--- src/rtl/bcd2bin_seq_pkg.sv ---
// Shared definitions for the sequential BCD-to-binary converter.
package bcd2bin_seq_pkg;

  typedef enum logic [1:0] {
    IDLE = 2'd0,
    CONV = 2'd1,
    DONE = 2'd2
  } state_t;

  localparam int unsigned DIGIT_W     = 4;
  localparam int unsigned MAX_DIGIT   = 9;
  localparam int unsigned CORR_THRESH = 8;
  localparam int unsigned CORR_OFFSET = 3;

endpackage

--- src/rtl/bcd2bin_seq_sub3.sv ---
// Reverse double-dabble digit correction: subtract 3 when the digit is 8 or more.
module bcd2bin_seq_sub3
  import bcd2bin_seq_pkg::*;
(
  input  logic [DIGIT_W-1:0] digit,
  output logic [DIGIT_W-1:0] corrected
);

  always_comb begin
    corrected = digit;
    if (digit >= DIGIT_W'(CORR_THRESH))
      corrected = digit - DIGIT_W'(CORR_OFFSET);
  end

endmodule

--- src/rtl/bcd2bin_seq.sv ---
// Sequential BCD-to-binary converter, one shift-and-correct step per clock,
// valid/ready handshake on input and output.
module bcd2bin_seq
  import bcd2bin_seq_pkg::*;
#(
  parameter int unsigned NDIGITS = 3,
  parameter int unsigned BIN_W   = 10
) (
  input  logic                   clk,
  input  logic                   rst,
  input  logic                   in_valid,
  output logic                   in_ready,
  input  logic [4*NDIGITS-1:0]   in_bcd,
  output logic                   out_valid,
  input  logic                   out_ready,
  output logic [BIN_W-1:0]       out_bin,
  output logic                   out_err
);

  localparam int unsigned BCD_W = DIGIT_W * NDIGITS;
  localparam int unsigned CNT_W = $clog2(BIN_W + 1);

  state_t             state, stateNext;
  logic [BCD_W-1:0]   bcdReg, bcdShift, bcdCorr;
  logic [BIN_W-1:0]   binReg, binShift;
  logic [CNT_W-1:0]   cnt;
  logic               badDigit;
  logic               lastStep;

  assign {bcdShift, binShift} = {bcdReg, binReg} >> 1;
  assign lastStep = (cnt == CNT_W'(BIN_W - 1));

  // Each digit is corrected from its own post-shift value, all in parallel.
  for (genvar g = 0; g < NDIGITS; g++) begin : genSub3
    bcd2bin_seq_sub3 uSub3 (
      .digit     (bcdShift[g*DIGIT_W +: DIGIT_W]),
      .corrected (bcdCorr[g*DIGIT_W +: DIGIT_W])
    );
  end

  always_comb begin
    badDigit = 1'b0;
    for (int unsigned i = 0; i < NDIGITS; i++) begin
      if (in_bcd[i*DIGIT_W +: DIGIT_W] > DIGIT_W'(MAX_DIGIT))
        badDigit = 1'b1;
    end
  end

  always_ff @(posedge clk or posedge rst) begin
    if (rst) state <= IDLE;
    else     state <= stateNext;
  end

  always_comb begin
    stateNext = state;
    in_ready  = 1'b0;
    out_valid = 1'b0;
    case (state)
      IDLE: begin
        in_ready = 1'b1;
        if (in_valid) stateNext = badDigit ? DONE : CONV;
      end
      CONV: begin
        if (lastStep) stateNext = DONE;
      end
      DONE: begin
        out_valid = 1'b1;
        if (out_ready) stateNext = IDLE;
      end
      default: stateNext = IDLE;
    endcase
  end

  always_ff @(posedge clk or posedge rst) begin
    if (rst) begin
      bcdReg  <= '0;
      binReg  <= '0;
      cnt     <= '0;
      out_bin <= '0;
      out_err <= 1'b0;
    end else begin
      case (state)
        IDLE: begin
          if (in_valid) begin
            if (badDigit) begin
              out_bin <= '0;
              out_err <= 1'b1;
            end else begin
              bcdReg  <= in_bcd;
              binReg  <= '0;
              cnt     <= '0;
              out_err <= 1'b0;
            end
          end
        end
        CONV: begin
          bcdReg <= bcdCorr;
          binReg <= binShift;
          cnt    <= cnt + CNT_W'(1);
          if (lastStep) out_bin <= binShift;
        end
        default: ;
      endcase
    end
  end

endmodule

--- config.mk ---
export PLATFORM = sky130hd
export DESIGN_NAME = bcd2bin_seq
export DESIGN_NICKNAME = d
export VERILOG_FILES = /design/src/rtl/bcd2bin_seq_pkg.sv /design/src/rtl/bcd2bin_seq_sub3.sv /design/src/rtl/bcd2bin_seq.sv
export SDC_FILE = /design/constraint.sdc
export NUM_CORES = 1
export LEC_CHECK = 0
export CAP_MARGIN = 5
export CORE_MARGIN = 4
export CORE_UTILIZATION = 41
export DETAILED_ROUTE_END_ITERATION = 16
export PLACE_DENSITY_LB_ADDON = 0.15
export SETUP_SLACK_MARGIN = 0.02
export SYNTH_ARGS = -nofsm -noshare
export SYNTH_HDL_FRONTEND = slang
export SYNTH_SLANG_ARGS = --single-unit
--- constraint.sdc ---
create_clock -name clk -period 1.48 [get_ports clk]
set_input_delay 0.222 -clock clk [delete_from_list [all_inputs] [get_ports clk]]
set_output_delay 0.222 -clock clk [all_outputs]
set_load 0.005 [all_outputs]
==> impl_metrics.py <==
metrics = {
    "critical_path": {
        "cp_max_fo": 4,
        "rrSetupSlack_ns": 0.02,
        "worst_ep_arrival_time_ns": 1.63,
        "critPathRequiredTime_ns": 1.65,
        "worstRegToRegCells": 5,
        "critical_path.slowest_cell": "sky130_fd_sc_hd__dfrtp_2",
        "end_kind": "register",
        "critPathMaxStageDelay_ns": 0.44,
        "worst-path-buf-inv": 1,
        "path_delay_family": "simple AND/OR/NAND/NOR gates",
        "worstSetupStartpointType": "register",
        "cp_cell_sequence": "buf_6, nor3b_4, nand4_1, o22ai_1, a21oi_1",
        "worst_r2r_endpoint": "bcdReg[3]",
        "worstSetupPathType": "register to register",
        "r2r-start": "state[0]",
    },
    "routing": {
        "detail_route_antenna_nets": 0,
        "detail_route.first_pass.iterations": 4,
        "drt_iter0_drc": 64,
        "avgViaCountPerCell": 5.10,
        "routed_wl_um": 3940,
        "routedWlPerCell_um": 14.5,
        "detailroute.via_count": 1382,
        "drc_errors": 0,
    },
    "outcome": {
        "outcome": "completed",
    },
    "synth": {
        "synth_adder_area_share_pct": 4.14,
        "synth_edf_count": 0,
        "synth_simple_gate_area_share_pct": 10.2,
        "synthFlopType": "sky130_fd_sc_hd__dfrtp_1",
        "synthesis.area_per_instance_um2": 11.3,
        "synth-seq-cells": 38,
        "post_synth_cell_types": 28,
        "yosysSeqAreaShare_pct": 52.5,
        "netlist_instances": 161,
        "synth-async-reset-ratio_pct": 100,
        "syn-cell-area_um2": 1810,
        "synth_top_family_by_area": "compound AO/OA/AOI/OAI gates",
        "synth_mux_area_share_pct": 4.49,
        "synth_compound_gate_area_share_pct": 20.6,
        "synth.yosys.warnings": 0,
        "synth_xor_area_share_pct": 1.93,
        "synth.net_count": 183,
    },
    "global_route": {
        "global_route_wire_length_before_repair_um": 6100,
        "grt_util_all_layers_pct": 14.8,
        "antenna_found_initial": 0,
        "grt_max_degree": 39,
        "overflow": 0,
        "grt_pass1_vias": 1314,
    },
    "sta": {
        "skew_ns": 0.00561,
        "max_clock_freq_mhz": 687,
        "period_share_pct": 98.4,
        "maxSlewViolCount": 0,
        "slew_headroom_pct": 82.6,
        "final-setup-viol-count": 0,
        "fin_ws_ns": 0.0243,
        "finalWorstPathRequiredPeriod_ns": 1.46,
        "rsz0062_at_grt": "true",
        "tightest_slew_ns": 0.260,
        "finalHoldViolations": 0,
    },
    "power_and_ir_drop": {
        "leakage_nw": 1.19,
        "vdd_drop_max_uv": 891,
        "powerDensity_nw_per_um2": 1670,
    },
    "finish": {
        "multi_input_area_um2": 790,
        "final_core_utilization_pct": 60.5,
        "syn2layout_area_growth_pct": 38.3,
        "drive_gt1_share_pct": 24.4,
        "register_area_um2": 952,
        "n_antenna_cell": 0,
        "layout.filler_cells": 355,
        "finish.net_count": 242,
    },
    "floorplan": {
        "die-height_um": 74.5,
        "ios": 29,
        "die_area_um2": 5550,
        "placement_rows": 23,
        "starting_density_pct": 43.7,
        "fp.dieW_um": 74.5,
        "floorplan.core_area_um2": 4140,
    },
    "place": {
        "detailed_place_hpwl_um": 2680,
        "pre_cts_slack_ns": -0.198,
        "io_buffers": 28,
        "gp_routability_congestion": 0.807,
    },
    "clock_tree": {
        "cts_htree_levels": 2,
        "cts_tree": "built",
        "path_clk_slew_ns": 0.08,
        "root_buffer_cell": "sky130_fd_sc_hd__clkbuf_8",
        "insertion_delay_ns": 0.29,
        "cts_buffers": 5,
        "cts.path.max_buffers": 2,
        "clock_sinks": 38,
    },
    "min_path": {
        "hold_class": "primary input to async pin",
    },
    "job": {
        "max_cap_viol_count": 0,
    },
}
==> layout by cell type, fill, tap and decap left out, drive strengths merged, types with 2 or more instances in the layout <==
| master | count |
|---|---|
| a21oi | 11 |
| nand4 | 2 |
| nor3 | 2 |
| o21ai | 15 |
| a22o | 21 |
| inv | 10 |
| ha | 6 |
| nand3 | 2 |
| nor2 | 8 |
| buf | 32 |
| o22ai | 2 |
| dfrtp | 38 |
| nand2b | 2 |
| nor2b | 5 |
| nand2 | 12 |
| clkdlybuf4s50 | 26 |
| xnor2 | 4 |
| clkbuf | 7 |
| mux2i | 7 |
==> worst max-delay path by stage <==
stage	depth (start not counted)	from	slack, ns	endpoint
after detailed placement	5	in_valid	-0.20	out_err
after CTS	6	state[1]	0.006	out_bin[1]
after floorplan	6	state[1]	0.11	out_bin[0]
after global placement	5	in_valid	-0.21	out_err
after global routing	5	state[0]	-0.04	bcdReg[3]
final	5	state[0]	0.02	bcdReg[3]
==> kinds of logic after synthesis <==
| kind of cell | count (synthesis) |
|---|---|
| mux | 8 |
| flops | 38 |
| simple gates | 35 |
| compound gates | 52 |
| fa+ha+maj | 6 |
| xor+xnor | 4 |
| buf+inv | 18 |
==> where the power goes <==
part / switching, mW / leakage (nW) / internal (mW)
clock network: 0.369 / 0.0472 / 0.374
logic: 0.802 / 0.648 / 0.981
registers: 0.306 / 0.496 / 1.35
total: 1.48 / 1.19 / 2.71
==> worst register-to-register path: stages, from the launching register on <==
cell and delay, ns:
sky130_fd_sc_hd__dfrtp_2 0.44, sky130_fd_sc_hd__buf_6 0.14, sky130_fd_sc_hd__nor3b_4 0.22, sky130_fd_sc_hd__nand4_1 0.25, sky130_fd_sc_hd__o22ai_1 0.23, sky130_fd_sc_hd__a21oi_1 0.07
==> cell usage after synthesis (4+ instances only) <==
cell type,n,area [um^2]
sky130_fd_sc_hd__dfrtp_1,38,951
sky130_fd_sc_hd__a22o_1,21,184
sky130_fd_sc_hd__o21ai_1,13,65.1
sky130_fd_sc_hd__nand2_1,12,45.0
sky130_fd_sc_hd__a21oi_1,10,50.1
sky130_fd_sc_hd__inv_1,10,37.5
sky130_fd_sc_hd__nor2_1,8,30.0
sky130_fd_sc_hd__mux2i_1,7,70.1
sky130_fd_sc_hd__ha_1,6,75.1
sky130_fd_sc_hd__buf_6,5,56.3
sky130_fd_sc_hd__nor2b_1,5,31.3
sky130_fd_sc_hd__xnor2_1,4,35.0
==> per-layer routing <==
layer | up-vias | track usage (%) | routed length [um]
li1 | 684 | - | -
met1 | 652 | 20.1 | 1800
met2 | 36 | 22.2 | 1860
met3 | 10 | 4.59 | 201
met4 | 0 | 5.34 | 72
met5 | - | 0 | 0
==> registers in the layout, indices dropped and copies added, names as in the netlist <==
register and count:
bcdReg 12, binReg 9, cnt 4, out_bin 10, out_err 1, state 2
==> per-stage QoR <==
stage	power [mW]	cell area (um^2)	hold slack (ns)	TNS [ns]	cells
5_1_grt	4.47	2510	0.324	-0.324	271
3_3_place_gp	3.12	2270	0.475	-5.26	253
2_1_floorplan	2.68	1810	0.330	0	161
4_1_cts	4.06	2420	0.286	0	265
6_report	4.18	2510	0.278	0	271
3_5_place_dp	3.20	2270	0.484	-5.73	253
==> cell type report <==
cell class	instances	share of cell area, %
repair buffers	60	22.7
inverters	10	1.50
clock buffers	6	3.30
clock inverters	2	0.499
flip-flops and latches	38	38.0
multi-input cells	105	31.5
well taps	50	2.50
==> what timing repair did <==
action | CTS | global route
endpoints found under the setup margin | 5 | 32
gates resized for setup | 7 | 16
pin swaps | 2 | 5
cloned | 0 | 1
hold buffers | 0 | 0
setup buffers | 4 | 5
(Power assumes the default switching activity.)
